===== src/rtl/sys_bridge_pkg.sv =====
`timescale 1ns/1ps
`default_nettype none
// ============================================================================
//  Module   : bridge_pkg
//  Purpose  : Shared definitions for the CPU-to-peripheral bridge. Holds the
//             bridge FSM state encoding, the CSR byte offsets inside the
//             bridge's own window, and the ceiling-log2 helper used to size
//             the device-index field.
//  Revision : 1.0  initial release
// ============================================================================
package bridge_pkg;

    typedef enum logic [1:0] {
        ST_IDLE   = 2'd0,
        ST_ACCESS = 2'd1,
        ST_DONE   = 2'd2
    } state_t;

    // Byte offsets of the bridge CSRs inside the CSR window.
    localparam int unsigned CSR_MASK = 32'h0;
    localparam int unsigned CSR_PEND = 32'h4;
    localparam int unsigned CSR_ERR  = 32'h8;

    // Smallest r such that 2**r >= v.
    function automatic int clog2(input int unsigned v);
        int r;
        r = 0;
        while ((64'd1 << r) < 64'(v)) begin
            r = r + 1;
        end
        return r;
    endfunction

endpackage
`default_nettype wire


===== src/rtl/sys_bridge_if.sv =====
`timescale 1ns/1ps
`default_nettype none
// ============================================================================
//  Module   : sys_bridge_if
//  Purpose  : Bundles the CPU-side and device-side signals of the bridge.
//             master : the environment (CPU plus devices)
//             slave  : the bridge itself
//  Signals  : cpu_req/we/addr/wd  -> bridge      access request from the CPU
//             cpu_rd/ack/err/busy <- bridge      completion and stall
//             dev_sel/we/addr/wd  <- bridge      device access strobes
//             dev_rd/rdy/irq      -> bridge      device responses, interrupts
//             hwint               <- bridge      CP0 hardware-interrupt vector
//  Revision : 1.0  initial release
// ============================================================================
interface sys_bridge_if #(
    parameter int N_DEV      = 4,
    parameter int DATA_W     = 32,
    parameter int ADDR_W     = 32,
    parameter int DEV_SPAN_W = 4,
    parameter int HWINT_W    = 6
);
    logic                      cpu_req;
    logic                      cpu_we;
    logic [ADDR_W-1:0]         cpu_addr;
    logic [DATA_W-1:0]         cpu_wd;
    logic [DATA_W-1:0]         cpu_rd;
    logic                      cpu_ack;
    logic                      cpu_err;
    logic                      cpu_busy;
    logic [N_DEV-1:0]          dev_sel;
    logic                      dev_we;
    logic [DEV_SPAN_W-1:0]     dev_addr;
    logic [DATA_W-1:0]         dev_wd;
    logic [N_DEV*DATA_W-1:0]   dev_rd;
    logic [N_DEV-1:0]          dev_rdy;
    logic [N_DEV-1:0]          dev_irq;
    logic [HWINT_W-1:0]        hwint;

    modport master (
        output cpu_req, cpu_we, cpu_addr, cpu_wd, dev_rd, dev_rdy, dev_irq,
        input  cpu_rd, cpu_ack, cpu_err, cpu_busy,
        input  dev_sel, dev_we, dev_addr, dev_wd, hwint
    );

    modport slave (
        input  cpu_req, cpu_we, cpu_addr, cpu_wd, dev_rd, dev_rdy, dev_irq,
        output cpu_rd, cpu_ack, cpu_err, cpu_busy,
        output dev_sel, dev_we, dev_addr, dev_wd, hwint
    );
endinterface
`default_nettype wire


===== src/rtl/sys_bridge_irq_ctrl.sv =====
`timescale 1ns/1ps
`default_nettype none
// ============================================================================
//  Module   : irq_ctrl
//  Purpose  : Interrupt aggregation for the bridge. Latches level interrupts
//             into a pending register (write-1-to-clear, set beats clear),
//             holds the interrupt mask, and registers the masked pending
//             bits onto the CP0 hardware-interrupt vector.
//  Ports    : clk, rst (async, active-low)
//             i_mask_we / i_mask_wd     mask register write
//             i_pend_clr_we / i_pend_clr  W1C clear of pending bits
//             i_irq                     per-device interrupt levels
//             o_mask, o_pend            register values for CSR reads
//             o_hwint                   registered masked pending vector
//  Revision : 1.0  initial release
// ============================================================================
module irq_ctrl #(
    parameter int N_DEV   = 4,
    parameter int HWINT_W = 6
) (
    input  logic               clk,
    input  logic               rst,
    input  logic               i_mask_we,
    input  logic [N_DEV-1:0]   i_mask_wd,
    input  logic               i_pend_clr_we,
    input  logic [N_DEV-1:0]   i_pend_clr,
    input  logic [N_DEV-1:0]   i_irq,
    output logic [N_DEV-1:0]   o_mask,
    output logic [N_DEV-1:0]   o_pend,
    output logic [HWINT_W-1:0] o_hwint
);

    logic [N_DEV-1:0]   r_mask;
    logic [N_DEV-1:0]   r_pend;
    logic [HWINT_W-1:0] r_hwint;
    logic [N_DEV-1:0]   w_clr;

    assign w_clr = i_pend_clr_we ? i_pend_clr : '0;

    always_ff @(posedge clk or negedge rst) begin
        if (!rst) begin
            r_mask  <= '0;
            r_pend  <= '0;
            r_hwint <= '0;
        end else begin
            if (i_mask_we) begin
                r_mask <= i_mask_wd;
            end
            // OR-ing the new levels after the clear makes a same-cycle set win.
            r_pend  <= (r_pend & ~w_clr) | i_irq;
            // Vector bits above N_DEV stay zero through the zero-extension.
            r_hwint <= HWINT_W'(r_pend & r_mask);
        end
    end

    assign o_mask  = r_mask;
    assign o_pend  = r_pend;
    assign o_hwint = r_hwint;

endmodule
`default_nettype wire


===== src/rtl/sys_bridge.sv =====
`timescale 1ns/1ps
`default_nettype none
// ============================================================================
//  Module   : sys_bridge
//  Purpose  : Connects the multicycle CPU's peripheral port to N_DEV
//             memory-mapped devices plus a small CSR block. Devices may
//             stretch an access with dev_rdy; an unanswered access ends in a
//             timeout error. Device interrupts feed irq_ctrl, which drives
//             the CP0 hardware-interrupt vector.
//  Ports    : clk          clock
//             rst          asynchronous, active-low reset
//             bus (slave)  CPU request/response, device strobes/responses,
//                          interrupts and hwint (see sys_bridge_if)
//  Revision : 1.0  initial release
// ============================================================================
module sys_bridge
    import bridge_pkg::*;
#(
    parameter int                N_DEV      = 4,
    parameter int                DATA_W     = 32,
    parameter int                ADDR_W     = 32,
    parameter int                DEV_SPAN_W = 4,
    parameter logic [ADDR_W-1:0] BASE       = ADDR_W'(32'h0000_7F00),
    parameter int                TIMEOUT    = 15,
    parameter int                HWINT_W    = 6
) (
    input  logic        clk,
    input  logic        rst,
    sys_bridge_if.slave bus
);

    localparam int IDX_W = clog2(N_DEV + 1);
    localparam int CNT_W = clog2(TIMEOUT + 2);

    localparam int                 c_dec_lo   = DEV_SPAN_W + IDX_W;
    localparam logic [IDX_W-1:0]   c_idx_csr  = IDX_W'(N_DEV);
    // The access window spans TIMEOUT+2 ACCESS cycles (counter 0..TIMEOUT+1),
    // so an unanswered request is acked TIMEOUT+3 cycles after it was taken.
    localparam logic [CNT_W-1:0]   c_cnt_last = CNT_W'(TIMEOUT + 1);

    state_t                  r_state;
    logic [IDX_W-1:0]        r_idx;
    logic [CNT_W-1:0]        r_cnt;
    logic [ADDR_W-1:0]       r_addr;
    logic [ADDR_W-1:0]       r_err_addr;
    logic [DATA_W-1:0]       r_cpu_rd;
    logic                    r_cpu_ack;
    logic                    r_cpu_err;
    logic                    r_cpu_busy;
    logic [N_DEV-1:0]        r_dev_sel;
    logic                    r_dev_we;
    logic [DEV_SPAN_W-1:0]   r_dev_addr;
    logic [DATA_W-1:0]       r_dev_wd;

    logic                    w_hit;
    logic [IDX_W-1:0]        w_idx;
    logic [DEV_SPAN_W-1:0]   w_off;
    logic                    w_csr_acc;
    logic                    w_mask_we;
    logic                    w_pend_clr_we;
    logic [DATA_W-1:0]       w_csr_rd;
    logic                    w_sel_rdy;
    logic [DATA_W-1:0]       w_sel_rd;
    logic [N_DEV-1:0]        w_mask;
    logic [N_DEV-1:0]        w_pend;
    logic [HWINT_W-1:0]      w_hwint;

    // ---------------------------------------------------------------- decode
    assign w_hit = (bus.cpu_addr[ADDR_W-1:c_dec_lo] == BASE[ADDR_W-1:c_dec_lo]);
    assign w_idx = bus.cpu_addr[c_dec_lo-1:DEV_SPAN_W];
    assign w_off = bus.cpu_addr[DEV_SPAN_W-1:0];

    // CSR accesses complete in the request cycle itself.
    assign w_csr_acc     = (r_state == ST_IDLE) && bus.cpu_req && w_hit && (w_idx == c_idx_csr);
    assign w_mask_we     = w_csr_acc && bus.cpu_we && (w_off == DEV_SPAN_W'(CSR_MASK));
    assign w_pend_clr_we = w_csr_acc && bus.cpu_we && (w_off == DEV_SPAN_W'(CSR_PEND));

    always_comb begin
        w_csr_rd = '0;
        if (w_off == DEV_SPAN_W'(CSR_MASK)) begin
            w_csr_rd = DATA_W'(w_mask);
        end else if (w_off == DEV_SPAN_W'(CSR_PEND)) begin
            w_csr_rd = DATA_W'(w_pend);
        end else if (w_off == DEV_SPAN_W'(CSR_ERR)) begin
            w_csr_rd = DATA_W'(r_err_addr);
        end
    end

    // Only the selected device's ready and read slice are looked at.
    always_comb begin
        w_sel_rdy = 1'b0;
        w_sel_rd  = '0;
        for (int i = 0; i < N_DEV; i++) begin
            if (r_idx == IDX_W'(i)) begin
                w_sel_rdy = bus.dev_rdy[i];
                w_sel_rd  = bus.dev_rd[i*DATA_W +: DATA_W];
            end
        end
    end

    // ------------------------------------------------------------------- FSM
    always_ff @(posedge clk or negedge rst) begin
        if (!rst) begin
            r_state    <= ST_IDLE;
            r_idx      <= '0;
            r_cnt      <= '0;
            r_addr     <= '0;
            r_err_addr <= '0;
            r_cpu_rd   <= '0;
            r_cpu_ack  <= 1'b0;
            r_cpu_err  <= 1'b0;
            r_cpu_busy <= 1'b0;
            r_dev_sel  <= '0;
            r_dev_we   <= 1'b0;
            r_dev_addr <= '0;
            r_dev_wd   <= '0;
        end else begin
            r_cpu_ack <= 1'b0;
            r_cpu_err <= 1'b0;
            case (r_state)
                ST_IDLE: begin
                    if (bus.cpu_req) begin
                        r_addr <= bus.cpu_addr;
                        if (!w_hit || (w_idx > c_idx_csr)) begin
                            r_state    <= ST_DONE;
                            r_cpu_ack  <= 1'b1;
                            r_cpu_err  <= 1'b1;
                            r_cpu_rd   <= '0;
                            r_err_addr <= bus.cpu_addr;
                        end else if (w_idx == c_idx_csr) begin
                            r_state   <= ST_DONE;
                            r_cpu_ack <= 1'b1;
                            r_cpu_rd  <= bus.cpu_we ? '0 : w_csr_rd;
                        end else begin
                            r_state    <= ST_ACCESS;
                            r_cnt      <= '0;
                            r_idx      <= w_idx;
                            r_cpu_busy <= 1'b1;
                            r_dev_sel  <= N_DEV'(1) << w_idx;
                            r_dev_we   <= bus.cpu_we;
                            r_dev_addr <= w_off;
                            r_dev_wd   <= bus.cpu_wd;
                        end
                    end
                end
                ST_ACCESS: begin
                    if (w_sel_rdy) begin
                        r_state    <= ST_DONE;
                        r_cpu_ack  <= 1'b1;
                        r_cpu_rd   <= w_sel_rd;
                        r_cpu_busy <= 1'b0;
                        r_dev_sel  <= '0;
                        r_dev_we   <= 1'b0;
                    end else if (r_cnt == c_cnt_last) begin
                        r_state    <= ST_DONE;
                        r_cpu_ack  <= 1'b1;
                        r_cpu_err  <= 1'b1;
                        r_cpu_rd   <= '0;
                        r_err_addr <= r_addr;
                        r_cpu_busy <= 1'b0;
                        r_dev_sel  <= '0;
                        r_dev_we   <= 1'b0;
                    end else begin
                        r_cnt <= r_cnt + CNT_W'(1);
                    end
                end
                ST_DONE: begin
                    // Requests arriving during the ack cycle are dropped.
                    r_state  <= ST_IDLE;
                    r_cpu_rd <= '0;
                end
                default: begin
                    r_state <= ST_IDLE;
                end
            endcase
        end
    end

    // -------------------------------------------------------------- interrupts
    irq_ctrl #(
        .N_DEV   (N_DEV),
        .HWINT_W (HWINT_W)
    ) u_irq_ctrl (
        .clk           (clk),
        .rst           (rst),
        .i_mask_we     (w_mask_we),
        .i_mask_wd     (bus.cpu_wd[N_DEV-1:0]),
        .i_pend_clr_we (w_pend_clr_we),
        .i_pend_clr    (bus.cpu_wd[N_DEV-1:0]),
        .i_irq         (bus.dev_irq),
        .o_mask        (w_mask),
        .o_pend        (w_pend),
        .o_hwint       (w_hwint)
    );

    assign bus.cpu_rd   = r_cpu_rd;
    assign bus.cpu_ack  = r_cpu_ack;
    assign bus.cpu_err  = r_cpu_err;
    assign bus.cpu_busy = r_cpu_busy;
    assign bus.dev_sel  = r_dev_sel;
    assign bus.dev_we   = r_dev_we;
    assign bus.dev_addr = r_dev_addr;
    assign bus.dev_wd   = r_dev_wd;
    assign bus.hwint    = w_hwint;

endmodule
`default_nettype wire

===== src/flat_wrapper.sv =====
// flat-port wrapper written by rule: the top's interface ports become plain ports
module sys_bridge_flat import bridge_pkg::*;
#(
    parameter int                N_DEV      = 4,
    parameter int                DATA_W     = 32,
    parameter int                ADDR_W     = 32,
    parameter int                DEV_SPAN_W = 4,
    parameter logic [ADDR_W-1:0] BASE       = ADDR_W'(32'h0000_7F00),
    parameter int                TIMEOUT    = 15,
    parameter int                HWINT_W    = 6
)
  (clk, rst, bus_cpu_req, bus_cpu_we, bus_cpu_addr, bus_cpu_wd, bus_dev_rd, bus_dev_rdy, bus_dev_irq, bus_cpu_rd, bus_cpu_ack, bus_cpu_err, bus_cpu_busy, bus_dev_sel, bus_dev_we, bus_dev_addr, bus_dev_wd, bus_hwint);
  sys_bridge_if #(.N_DEV(N_DEV), .DATA_W(DATA_W), .ADDR_W(ADDR_W), .DEV_SPAN_W(DEV_SPAN_W), .HWINT_W(HWINT_W)) bus_i ();
  input  logic clk;
  input  logic rst;
  input wire logic [$bits(bus_i.cpu_req)-1:0] bus_cpu_req;
  input wire logic [$bits(bus_i.cpu_we)-1:0] bus_cpu_we;
  input wire logic [$bits(bus_i.cpu_addr)-1:0] bus_cpu_addr;
  input wire logic [$bits(bus_i.cpu_wd)-1:0] bus_cpu_wd;
  input wire logic [$bits(bus_i.dev_rd)-1:0] bus_dev_rd;
  input wire logic [$bits(bus_i.dev_rdy)-1:0] bus_dev_rdy;
  input wire logic [$bits(bus_i.dev_irq)-1:0] bus_dev_irq;
  output wire logic [$bits(bus_i.cpu_rd)-1:0] bus_cpu_rd;
  output wire logic [$bits(bus_i.cpu_ack)-1:0] bus_cpu_ack;
  output wire logic [$bits(bus_i.cpu_err)-1:0] bus_cpu_err;
  output wire logic [$bits(bus_i.cpu_busy)-1:0] bus_cpu_busy;
  output wire logic [$bits(bus_i.dev_sel)-1:0] bus_dev_sel;
  output wire logic [$bits(bus_i.dev_we)-1:0] bus_dev_we;
  output wire logic [$bits(bus_i.dev_addr)-1:0] bus_dev_addr;
  output wire logic [$bits(bus_i.dev_wd)-1:0] bus_dev_wd;
  output wire logic [$bits(bus_i.hwint)-1:0] bus_hwint;
  assign bus_i.cpu_req = bus_cpu_req;
  assign bus_i.cpu_we = bus_cpu_we;
  assign bus_i.cpu_addr = bus_cpu_addr;
  assign bus_i.cpu_wd = bus_cpu_wd;
  assign bus_i.dev_rd = bus_dev_rd;
  assign bus_i.dev_rdy = bus_dev_rdy;
  assign bus_i.dev_irq = bus_dev_irq;
  assign bus_cpu_rd = bus_i.cpu_rd;
  assign bus_cpu_ack = bus_i.cpu_ack;
  assign bus_cpu_err = bus_i.cpu_err;
  assign bus_cpu_busy = bus_i.cpu_busy;
  assign bus_dev_sel = bus_i.dev_sel;
  assign bus_dev_we = bus_i.dev_we;
  assign bus_dev_addr = bus_i.dev_addr;
  assign bus_dev_wd = bus_i.dev_wd;
  assign bus_hwint = bus_i.hwint;
  sys_bridge #(.N_DEV(N_DEV), .DATA_W(DATA_W), .ADDR_W(ADDR_W), .DEV_SPAN_W(DEV_SPAN_W), .BASE(BASE), .TIMEOUT(TIMEOUT), .HWINT_W(HWINT_W)) u_core (.clk(clk), .rst(rst), .bus(bus_i));
endmodule

===== config.mk =====
export PLATFORM = sky130hd
export DESIGN_NAME = sys_bridge_flat
export DESIGN_NICKNAME = d
export VERILOG_FILES = /design/src/rtl/sys_bridge_pkg.sv /design/src/rtl/sys_bridge_if.sv /design/src/rtl/sys_bridge_irq_ctrl.sv /design/src/rtl/sys_bridge.sv /design/src/flat_wrapper.sv
export SDC_FILE = /design/constraint.sdc
export NUM_CORES = 1
export LEC_CHECK = 0
export BUFFER_PORTS_ARGS = -buffer_cell sky130_fd_sc_hd__buf_2
export CORE_MARGIN = 3
export CORE_UTILIZATION = 40
export DETAILED_ROUTE_END_ITERATION = 7
export PLACE_DENSITY = 0.75
export RECOVER_POWER = 50
export SKIP_CTS_REPAIR_TIMING = 1
export SYNTH_ARGS = -nofsm -noshare
export SYNTH_HDL_FRONTEND = slang
export SYNTH_SLANG_ARGS = --single-unit
export TNS_END_PERCENT = 30

===== constraint.sdc =====
create_clock -name clk -period 3.6 [get_ports clk]
set_input_delay 0.72 -clock clk [delete_from_list [all_inputs] [get_ports clk]]
set_output_delay 0.72 -clock clk [all_outputs]
set_load 0.02 [all_outputs]

* After elaboration in Yosys (flattened, before gate mapping)
Index checks and enable logic that the tools add are counted. W data, S select, Z words.
Word-level totals: flip-flop bits (word level) 162, bits of input ports 204, output and inout port bits 82
Operators by class: $lt $le $gt $ge 1, bitwise operators 6, shift operators 1, mux-type cells 62, reduce and logical (&&, ||, !) cells 20, equal/unequal tests 19, add/sub/neg operators 1
Operators by type and width (number):
- $mux W32 | 17
- $pmux W32 S3 | 1
- $pmux W32 S2 | 1
- $eq A25 B8 Y1 const B | 1
- $mux W5 | 5
- $mux W4 | 6
- $mux W1 | 20
- $ne A2 B2 Y1 const B | 6
- $mux W2 | 5
- $pmux W5 S2 | 1
- $reduce_and A5 Y1 | 2
- $and A4 B4 Y4 | 2
- $pmux W1 S2 | 4
- $pmux W4 S2 | 1
- $reduce_and A4 Y1 | 2
- $eq A3 B2 Y1 const B | 2
- $logic_and A1 B1 Y1 | 6
- $reduce_and A6 Y1 | 1
- $add A5 B1 Y5 const B | 1
- $eq A5 B5 Y1 const B | 1
- $eq A4 B3 Y1 const B | 1
- $eq A4 B4 Y1 const B | 1
- $logic_not A4 Y1 | 1
- $not A4 Y4 | 1
- 19 further kinds | 21

* Longest topological paths before layout
Gate-level depths: netlist of run 1.
depth in word-level cells 10, mapped depth 9

* Modules after synthesis
A second synthesis of run 1 with hierarchy kept.
Second synthesis, totals: cell total of the unflattened synthesis 660, area total of the unflattened synthesis 8177.8 µm²
By module, submodules not included:
- sys_bridge | area each 7743.7 µm², cells each 629, times used 1
- irq_ctrl | area each 434.2 µm², cells each 31, times used 1

* Least setup slack after synthesis of run 1
Ideal clock, no wire load.
path type input -> register, from input bus_cpu_addr[5], to register u_core.u_irq_ctrl.r_mask[0] (netlist: u_core.u_irq_ctrl.o_mask[0]), library setup time 0.125 ns, cell stages on the path 4, path slack 1.115 ns, arrival 2.360 ns, cells stage by stage or4_1 > or4_1 > nor4_4 > mux2_2
Between the ends: cells in the longest elaborated chain, start to end 4
RTL lines:
- from (decl) | RTL line flat_wrapper.sv:18 | input wire logic [$bits(bus_i.cpu_addr)-1:0] bus_cpu_addr;
- $eq A3 B3 Y1 | RTL line sys_bridge.sv:74 | assign w_csr_acc = (r_state == ST_IDLE) && bus.cpu_req && w_hit && (w_idx == c_idx_csr);
- $logic_and A1 B1 Y1 | RTL line sys_bridge.sv:74
- $logic_and A1 B1 Y1 (2 in a row) | RTL line sys_bridge.sv:75 | assign w_mask_we = w_csr_acc && bus.cpu_we && (w_off == DEV_SPAN_W'(CSR_MASK));
- to (signal assigned) | RTL line sys_bridge_irq_ctrl.sv:47 | r_mask <= i_mask_wd;
- to (decl) | RTL line sys_bridge_irq_ctrl.sv:33 | logic [N_DEV-1:0] r_mask;
No other way between the ends. A chain may end at the register's enable or synchronous reset.

* Final worst setup path of run 1
from register u_core.r_idx[0], to register u_core.r_err_addr[18]
Between the ends: cells in the longest elaborated chain, start to end 7
RTL lines:
- from (decl) | RTL line sys_bridge.sv:42 | logic [IDX_W-1:0] r_idx;
- from (signal assigned) | RTL line sys_bridge.sv:137 | r_idx <= w_idx;
- $logic_not A3 Y1 | RTL line sys_bridge.sv:94 | if (r_idx == IDX_W'(i)) begin
- $mux W1 (3 in a row) | RTL line sys_bridge.sv:94
- $mux W1 * | RTL line sys_bridge.sv:94
- $ne A2 B2 Y1 (no line) *
- $reduce_and A5 Y1 (no line) *
- to (signal assigned) | RTL line sys_bridge.sv:129 | r_err_addr <= bus.cpu_addr;
- to (signal assigned) | RTL line sys_bridge.sv:159 | r_err_addr <= r_addr;
- to (decl) | RTL line sys_bridge.sv:45 | logic [ADDR_W-1:0] r_err_addr;
Mark *: on every way between the ends. The rest lies on a longest branch, timed or not.

==> qor.txt, run 1 <==
Asr flop ratio synth - 1.00
GR Overflow Total - 0
Violated checks - max-capacitance violations, max-slew violations
Seq pwr share - 0.450
CTS root buf - clkbuf_16
RSZ-0062 raised after global routing - false
Layer with the highest usage - met2
Crit path largest cell delay - 0.77 ns
Fin Setup TNS - 0 ns
Avg Cell Area, Syn - 10.8 sq um
Critical Path Start - u_core.r_idx[0]
Cell family with most CP delay - compound AO/OA/AOI/OAI gates
Drt drc - 0
Status - complete, but fails checks
Period minus WS final - 2.87 ns
Width of the die - 151 microns
Longest Clk Path Bufs - 2
Final setup vio count - 0
Synthesized instance count - 785
I/O pins - 286
Nets@finish - 1262
DR vias/cell - 5.17
Final Hold Violating Endpoints - 0
Top FF cell, synth - dfrtp_1
PwrDens - 500 mW/mm^2
IO Port Bufs - 283
Yosys warnings - 0
Period utilization - 0.797
Clock skew - 0.0101 ns
Max Cap Viol - 1
Avg WL per Cell - 17.9 microns
Post-synthesis sequential area ratio - 0.480
Fmax - 0.349 GHz
Worst hold slack - 0.469 ns
CP Cell Sequence - mux2_2 -> a22oi_2 -> nand3_1 -> a22oi_2 -> buf_4 -> mux2_2
Synth Register Bits - 162
Post-synth EDFFs - 0
Share of cells above drive strength 1 - 0.450
Clock Power Share - 0.323
Worst-Skew Late Latency - 0.43 ns
Critical path capture point type - register
Pin count of the biggest net entering global routing - 73
Starting density of the core - 0.413
Psw - 1.57 mW
CTS Sinks - 162
Area grow syn2layout - 26.7%
Sw frac - 0.293
Clock transition at path regs - 0.07 ns
Slew margin rel. - -0.261
DR vias - 6912
DPL Wire Length - 17.8 mm
CP Class - reg2reg
VDD IR max - 0.000358 V
Tightest Pin Transition - 1.89 ns
Critical Path AT - 3.18 ns
CTS H-tree depth - 4
M1 GR Usage - 0.279
Initial DRC Count - 324
Vias in the first global route - 6909
DR pass1 iterations - 4
Row cnt - 52
Worst r2r src - u_core.r_idx[0]
Post-Syn Area - 0.00845 sq mm
DRT antenna net count - 0
CP startpoint kind - register
Internal Power - 3.79 mW
Comb pwr share - 0.227
Worst path bufs/invs - 1
Critical-path top delay cell - a22oi_2
Worst Path Required - 3.91 ns
Gr usage total - 0.208
Die height - 151 microns
Post-Route WL - 24.0 mm
Total chip power - 5.36 mW
Initial antenna violation count - 0
Final Max Tran Viols - 72
CTS buffer count - 17
CTS tree - done
Met2 usage - 0.338
Met3 global-route usage - 0.0401
Min-delay src - bus_dev_irq[1]
Leak - 5.07 nW
RD Place Congestion - 0.876
First-pass GRT wire length - 37.1 mm
Yosys cell types - 49
Crit Path Max Fanout - 14
Core area - 0.0205 sq mm
Hold Crit Class - in2reg
Total die area - 0.0229 sq mm
-- layout by cell type, fill, tap and decap left out, drive strengths merged, types with 4 or more instances in the layout --
cell | netlist | final
clkinv | 1 | 4
mux2 | 165 | 165
a31oi | 29 | 29
o21ai | 16 | 16
nor2b | 5 | 5
nand3 | 6 | 6
or4 | 5 | 5
and3 | 4 | 4
ha | 4 | 4
nand4 | 4 | 4
nand2 | 129 | 129
and2 | 7 | 7
o22ai | 32 | 32
nor2 | 8 | 8
dfrtp | 162 | 162
buf | 12 | 266
inv | 39 | 46
mux2i | 37 | 37
clkbuf | 43 | 56
a21o | 4 | 4
nor3 | 35 | 35
a21oi | 6 | 6
a22oi | 4 | 4
clkinvlp | 0 | 4
nor4 | 6 | 6
-- flip-flops by register name (all words and copies together), names as in the netlist, 4 cells and up --
| signal | count |
|---|---|
| u_core.bus.dev_addr | 4 |
| u_core.bus.dev_sel | 4 |
| u_core.r_err_addr | 32 |
| u_core.u_irq_ctrl.o_mask | 4 |
| u_core.u_irq_ctrl.o_hwint | 4 |
| u_core.bus.dev_wd | 32 |
| u_core.r_addr | 32 |
| u_core.bus.cpu_rd | 32 |
| u_core.r_cnt | 5 |
| u_core.u_irq_ctrl.o_pend | 4 |
-- power groups by stage --
stage | combinational [mW] | sequential (mW) | clock [mW]
finish | 1.22 | 2.41 | 1.73
global route | 1.34 | 2.45 | 1.86
floorplan | 0.874 | 2.36 | 0
detailed placement | 1.23 | 2.44 | 0
global placement | 1.20 | 2.42 | 0
CTS | 1.24 | 2.41 | 1.77
-- cell usage after synthesis (all sizes together), types with 2 or more instances --
master	count	area, sq um
buf	12	70.1
nor2b	5	31.3
dfrtp	162	4050
nand3	6	35.0
o21ai	16	80.1
a32o	2	20.0
clkbuf	43	161
ha	4	50.1
a2111oi	2	20.0
a31oi	29	181
mux2	165	1860
o2bb2ai	2	17.5
nor2	8	30.0
nand4	4	40.0
nand2	129	484
nand3b	2	15.0
and2	7	43.8
a21o	4	30.0
or4	5	37.5
o22ai	32	200
nor3	35	175
a21oi	6	30.0
a22oi	4	40.0
mux2i	37	370
a211o	2	17.5
and3	4	25.0
nor4	6	88.8
inv	39	146
-- per-layer routing --
metal,vias to the layer above,share of wire
met5,-,0
met4,0,0.024
met3,38,0.065
met2,242,0.48
met1,3306,0.43
li1,3326,-
-- through the flow --
stage | setup slack, ns | utilization | cells | instance area [sq um]
6_report | 0.732 | 0.523 | 1338 | 10700
5_1_grt | 0.444 | 0.523 | 1337 | 10700
4_1_cts | 0.726 | 0.525 | 1337 | 10800
3_5_place_dp | 0.413 | 0.498 | 1305 | 10200
3_3_place_gp | 0.502 | 0.498 | 1305 | 10200
2_1_floorplan | 1.12 | - | 786 | 8460
-- logic make-up (layout without fill, tap and decap cells) --
family | count (synthesis) | after routing | share of synthesized area
compound gates | 106 | 106 | 0.0823
fa+ha+maj | 4 | 4 | 0.00592
buf+inv | 95 | 376 | 0.0451
flops | 162 | 162 | 0.480
mux | 202 | 202 | 0.264
other cells | 1 | 3 | 0.000444
simple gates | 215 | 215 | 0.123
-- layout make-up --
class / count / area, sq um
Multi-Input combinational cell: 529 / 4060
Clock inverter: 14 / 124
Inverter: 40 / 150
Antenna cell: 1 / 2.50
Clock buffer: 18 / 439
Fill cell: 1849 / 9780
Timing Repair Buffer: 304 / 1550
Tap cell: 270 / 338
Sequential cell: 162 / 4060
-- path summary, 6_finish.rpt --
path | endpoint | slack [ns] | cells past startpoint
max reg2reg | u_core.r_err_addr[18] | 0.73 | 6
min reg2reg | u_core.bus.dev_wd[10] | 0.47 | 2
min in group asynchronous | u_core.bus.cpu_rd[15] | 0.80 | 1
max | u_core.r_err_addr[18] | 0.73 | 6
min | u_core.u_irq_ctrl.o_pend[1] | 0.47 | 2
max in group asynchronous | u_core.r_idx[0] | 0.95 | 2
Power figures use the tool's default switching activity.
==> run 2: changes to the inputs <==
- clock period: 3.6 -> 3 ns (I/O delays scaled with it)
==> qor.txt, run 2 (synthesized netlist as in run 1, its figures left out) <==
Violated checks - max-capacitance violations, max-slew violations (unchanged)
Fin Setup TNS - 0 ns (unchanged)
Share of cells above drive strength 1 - 0.452 (was 0.450)
CTS buffer count - 17 (unchanged)
CP Class - reg2reg (unchanged)
Longest Clk Path Bufs - 2 (unchanged)
Drt drc - 0 (unchanged)
Final setup vio count - 0 (unchanged)
Multi-input logic area - 0.00406 sq mm (unchanged)
CTS tree - done (unchanged)
Final Cell Area - 0.0108 sq mm (was 0.0107 sq mm)
Critical path capture point type - register (unchanged)
Area grow syn2layout - 27.6% (was 26.7%)
Fmax - 0.385 GHz (was 0.349 GHz)
Tightest Pin Transition - 1.50 ns (was 1.89 ns)
CTS root buf - clkbuf_16 (unchanged)
Leak - 5.12 nW (was 5.07 nW)
Storage element area - 0.00406 sq mm (unchanged)
Status - complete, but fails checks (unchanged)
CP startpoint kind - register (unchanged)
Hold Crit Class - in2reg (unchanged)
Fillers - 1823 (was 1849)
Initial antenna violation count - 0 (unchanged)
DR pass1 iterations - 4 (unchanged)
DPL Wire Length - 17.9 mm (was 17.8 mm)
Core area - 0.0205 sq mm (unchanged)
DR vias/cell - 5.13 (was 5.17)
Max Cap Viol - 1 (unchanged)
First-pass GRT wire length - 36.2 mm (was 37.1 mm)
Starting density of the core - 0.413 (unchanged)
CTS H-tree depth - 4 (unchanged)
Post-Place Cells - 1313 (was 1305)
Width of the die - 151 microns (unchanged)
PwrDens - 598 mW/mm^2 (was 500 mW/mm^2)
Filler-free cell count of the finished design - 1345 (was 1338)
Gr usage total - 0.204 (was 0.208)
RD Place Congestion - 0.837 (was 0.876)
Pin count of the biggest net entering global routing - 58 (was 73)
Clock skew - 0.00835 ns (was 0.0101 ns)
DRT antenna net count - 0 (unchanged)
Vias in the first global route - 6712 (was 6909)
I/O pins - 286 (unchanged)
IO Port Bufs - 283 (unchanged)
Total die area - 0.0229 sq mm (unchanged)
Placed inst area - 0.0103 sq mm (was 0.0102 sq mm)
Crit Path Max Fanout - 22 (was 14)
Diode count - 0 (was 1)
Final Hold Violating Endpoints - 0 (unchanged)
CTS Sinks - 162 (unchanged)
Nets@finish - 1270 (was 1262)
Post-Route WL - 23.6 mm (was 24.0 mm)
Initial DRC Count - 327 (was 324)
Die height - 151 microns (unchanged)
Most frequent cells in the layout - 247 x buf_2, 164 x mux2_2, 161 x dfrtp_1 (was 246 x buf_2, 164 x mux2_2, 161 x dfrtp_1)
Avg WL per Cell - 17.6 microns (was 17.9 microns)
Pre-CTS setup slack - 0.306 ns (was 0.413 ns)
VDD IR max - 0.000411 V (was 0.000358 V)
RSZ-0062 raised after global routing - false (unchanged)
Setup WS post-layout - 0.401 ns (was 0.732 ns)
DR vias - 6895 (was 6912)
GR Overflow Total - 0 (unchanged)
Worst-Skew Late Latency - 0.43 ns (about the same)
Period minus WS final - 2.60 ns (was 2.87 ns)
Commonest non-fill, non-tap cell in the layout - buf_2 (unchanged)
Row cnt - 52 (unchanged)
Worst Path Required - 3.37 ns (was 3.91 ns)
Period utilization - 0.866 (was 0.797)
Final Max Tran Viols - 53 (was 72)
Slew margin rel. - -0.00265 (was -0.261)
Clock transition at path regs - 0.06 ns (was 0.07 ns)
Critical Path AT - 2.97 ns (was 3.18 ns)
## run 2: layer usage
layer	wire length (microns)	share of wire	global-route usage	up-vias
li1	-	-	-	3341
met1	10100	0.43	0.270	3282
met2	11400	0.48	0.332	237
met3	1590	0.067	0.0419	35
met4	520	0.022	0.0748	0
met5	0	0	0	-
## run 2: layout make-up
cell class | instances | share of cell area
well taps | 270 | 0.0313
clock inverters | 12 | 0.00997
inverters | 40 | 0.0139
clock buffers | 20 | 0.0414
repair buffers | 312 | 0.152
multi-input cells | 529 | 0.376
flip-flops and latches | 162 | 0.376
## run 2: final timing paths
path	from	to	slack, ns	cells past startpoint
worst max-delay path	u_core.r_state[0]	u_core.bus.dev_sel[0]	0.40	8
worst min-delay path	bus_cpu_wd[26]	u_core.bus.dev_wd[26]	0.35	3
worst max register to register	u_core.r_state[0]	u_core.bus.dev_sel[0]	0.40	8
worst min register to register	u_core.bus.dev_wd[13]	u_core.bus.dev_wd[13]	0.47	2
max in group asynchronous	rst	u_core.r_idx[0]	1.49	2
min in group asynchronous	rst	u_core.r_addr[21]	0.52	1
## run 2: metrics by stage
stage / hold WS, ns / util / power (mW)
5_1_grt: 0.341 / 0.526 / 6.78
4_1_cts: 0.135 / 0.529 / 6.52
3_5_place_dp: 0.457 / 0.502 / 4.45
6_report: 0.354 / 0.526 / 6.45
2_1_floorplan: 0.304 / - / 3.88
3_3_place_gp: 0.453 / 0.502 / 4.39
## run 2: worst max-delay path, cell delays in order (launching register included)
cell     delay (ns)
dfrtp_1        0.41
inv_1          0.07
ha_1           0.37
nand2_1        0.21
buf_4          0.23
nor4_2         0.44
buf_4          0.30
buf_4          0.29
a32o_1         0.20
## run 2: where the power goes
part / switching [mW] / leakage [nW] / internal, mW / total (mW)
Sequential: 0.249 / 2.08 / 2.65 / 2.89
Clock: 0.887 / 0.255 / 1.16 / 2.05
Combinational: 0.673 / 2.78 / 0.831 / 1.50
==> run 3: changes to the inputs <==
- ABC_AREA: unset -> 1
- PLACE_DENSITY: 0.75 -> 0.74
==> qor.txt, run 3 <==
CP startpoint kind - register (unchanged)
Drt drc - 0 (unchanged)
Core area - 0.0221 sq mm (was 0.0205 sq mm)
Critical path capture point type - register (unchanged)
Clock transition at path regs - 0.07 ns (was 0.06 ns)
First-pass GRT wire length - 45.3 mm (was 36.2 mm)
Initial DRC Count - 911 (was 327)
Status - finished clean (was complete, but fails checks)
Combinational family with the most area after synthesis - simple AND/OR/NAND/NOR gates (was multiplexers)
Final Hold Violating Endpoints - 0 (unchanged)
Row cnt - 54 (was 52)
Fillers - 2191 (was 1823)
Pin count of the biggest net entering global routing - 66 (was 58)
Die height - 157 microns (was 151 microns)
Width of the die - 157 microns (was 151 microns)
Longest Clk Path Bufs - 2 (unchanged)
Post-synthesis sequential area ratio - 0.446 (was 0.480)
PwrDens - 608 mW/mm^2 (was 598 mW/mm^2)
CTS root buf - clkbuf_16 (unchanged)
DR vias - 9225 (was 6895)
Vias in the first global route - 8708 (was 6712)
Adder-cell share of the synthesized area - 0.00551 (was 0.00592)
CTS buffer count - 17 (unchanged)
Gr usage total - 0.231 (was 0.204)
Period utilization - 0.776 (was 0.866)
Crit Path Max Fanout - 32 (was 22)
Post-Synth Simple-Gate Area - 0.365 (was 0.123)
Critical Path AT - 2.69 ns (was 2.97 ns)
RD Place Congestion - 0.902 (was 0.837)
Hold Crit Class - in2reg (unchanged)
Initial antenna violation count - 9 (was 0)
Area grow syn2layout - 22.8% (was 27.6%)
Placed inst area - 0.0107 sq mm (was 0.0103 sq mm)
Fin Setup TNS - 0 ns (unchanged)
Post-Route WL - 28.8 mm (was 23.6 mm)
Yosys cell types - 30 (was 49)
Xor and xnor area share after synthesis - 0.00193 (was 0)
Post-synthesis compound-gate area fraction - 0.0914 (was 0.0823)
Total die area - 0.0246 sq mm (was 0.0229 sq mm)
FF-to-FF setup slack - 0.67 ns (was 0.40 ns)
IO Port Bufs - 283 (unchanged)
Starting density of the core - 0.411 (was 0.413)
Final Max Tran Viols - 0 (was 53)
Post-synth EDFFs - 0 (unchanged)
Worst-Skew Late Latency - 0.42 ns (was 0.43 ns)
Multiplexer share of the synthesized area - 0 (was 0.264)
Commonest non-fill, non-tap cell in the layout - nand2_1 (was buf_2)
Avg Cell Area, Syn - 7.24 sq um (was 10.8 sq um)
Period minus WS final - 2.33 ns (was 2.60 ns)
Slew margin rel. - 0.0344 (was -0.00265)
Share of the synthesized area in the top cell type - 0.446 (was 0.480)
Synth Register Bits - 162 (unchanged)
Final Cell Area - 0.0112 sq mm (was 0.0108 sq mm)
Synth top area cells - dfrtp_1 45%, nand2_1 17%, nand3_1 12% (was dfrtp_1 48%, mux2_2 22%, nand2_1 5.7%)
Nets@finish - 1699 (was 1270)
CTS H-tree depth - 4 (unchanged)
Top FF cell, synth - dfrtp_1 (unchanged)
RSZ-0062 raised after global routing - false (unchanged)
DRT antenna net count - 0 (unchanged)
Area leader, netlist - dfrtp_1 (unchanged)
Fmax - 0.429 GHz (was 0.385 GHz)
Most frequent cells in the layout - 400 x nand2_1, 246 x buf_2, 222 x nand3_1 (was 247 x buf_2, 164 x mux2_2, 161 x dfrtp_1)
Post-layout util - 0.505 (was 0.526)
CP Class - reg2reg (unchanged)
I/O pins - 286 (unchanged)
Commonest cells post-synth - 401 x nand2_1, 222 x nand3_1, 162 x dfrtp_1 (was 164 x mux2_2, 162 x dfrtp_1, 129 x nand2_1)
Tightest Pin Transition - 1.45 ns (was 1.50 ns)
DPL Wire Length - 21.0 mm (was 17.9 mm)
Share of cells above drive strength 1 - 0.214 (was 0.452)
Leak - 6.15 nW (was 5.12 nW)
Clock skew - 0.00969 ns (was 0.00835 ns)
Count leader, synth - nand2_1 (was mux2_2)
CTS Sinks - 162 (unchanged)
DR pass1 iterations - 5 (was 4)
Max Cap Viol - 0 (was 1)
Worst Path Required - 3.36 ns (was 3.37 ns)
Final setup vio count - 0 (unchanged)
Asr flop ratio synth - 1.00 (unchanged)
VDD IR max - 0.000512 V (was 0.000411 V)
Yosys warnings - 0 (unchanged)
Post-Syn Area - 0.00908 sq mm (was 0.00845 sq mm)
CTS tree - done (unchanged)
Avg WL per Cell - 16.1 microns (was 17.6 microns)
Synthesized instance count - 1254 (was 785)
GR Overflow Total - 0 (unchanged)
DR vias/cell - 5.17 (was 5.13)
## run 3: cell count changes in the layout (fill, tap and decap cells not counted), sizes merged, moves of 28 or more
cell,change
nand4,+30
a21oi,+28
o21ai,+80
nor2,+36
nand2,+276
a31oi,-29
nor3b,+28
inv,+67
mux2i,-37
nor3,-32
o22ai,-32
mux2,-165
nand3,+219
## run 3: worst max-delay path, stage by stage (launching register included)
cell,delay (ns)
dfrtp_1,0.42
nor2_4,0.45
nand3_1,0.13
nand3_1,0.17
nand3_2,0.12
inv_2,0.51
nand3_1,0.22
nand2_1,0.10
nand2_1,0.05
nand2_1,0.07
## run 3: kinds of logic (layout without fill, tap and decap cells)
logic type | after synthesis | after routing
simple gates | 740 | 740
buf+inv | 191 | 439
flops | 162 | 162
compound gates | 154 | 154
fa+ha+maj | 4 | 4
xor+xnor | 2 | 2
other cells | 1 | 4
## run 3: routing by layer
layer	routed length [microns]	global-route usage	vias up
met5	64	0	-
met4	838	0.0821	12
met3	2470	0.0603	61
met2	13000	0.371	353
met1	12400	0.303	4236
li1	-	-	4563
## run 3: where the power goes
group / total (mW) / internal (mW) / switching, mW
registers: 2.85 / 2.62 / 0.232
clock network: 2.02 / 1.09 / 0.922
logic: 1.91 / 0.664 / 1.25
total: 6.78 / 4.37 / 2.40
## run 3: worst paths after layout
path	startpoint	to	cells after the start
setup / recovery	u_core.r_idx[2]	u_core.bus.cpu_rd[16]	9
hold / removal	bus_dev_irq[2]	u_core.u_irq_ctrl.o_pend[2]	3
setup reg to reg	u_core.r_idx[2]	u_core.bus.cpu_rd[16]	9
hold reg to reg	u_core.r_err_addr[29]	u_core.r_err_addr[29]	2
max in group asynchronous	rst	u_core.bus.dev_wd[20]	2
min in group asynchronous	rst	u_core.bus.cpu_rd[24]	1
## run 3: metrics by stage
step           hold slack (ns)  std cells  total power [mW]  setup WS, ns
2_1_floorplan            0.304       1255              4.17          1.22
3_3_place_gp             0.448       1752              4.74         0.688
3_5_place_dp             0.451       1752              4.79         0.615
4_1_cts                  0.147       1783              6.83         0.659
5_1_grt                  0.348       1785              7.22         0.419
6_report                 0.355       1785              6.78         0.671
## run 3: final cells by class
type / count / area [sq um] / area share
Multi-Input combinational cell: 902 / 4240 / 0.380
Sequential cell: 162 / 4050 / 0.363
Timing Repair Buffer: 304 / 1570 / 0.140
Clock buffer: 19 / 443 / 0.0397
Inverter: 104 / 395 / 0.0354
Tap cell: 280 / 350 / 0.0314
Clock inverter: 12 / 101 / 0.00909
Antenna cell: 2 / 5.00 / 0.000449
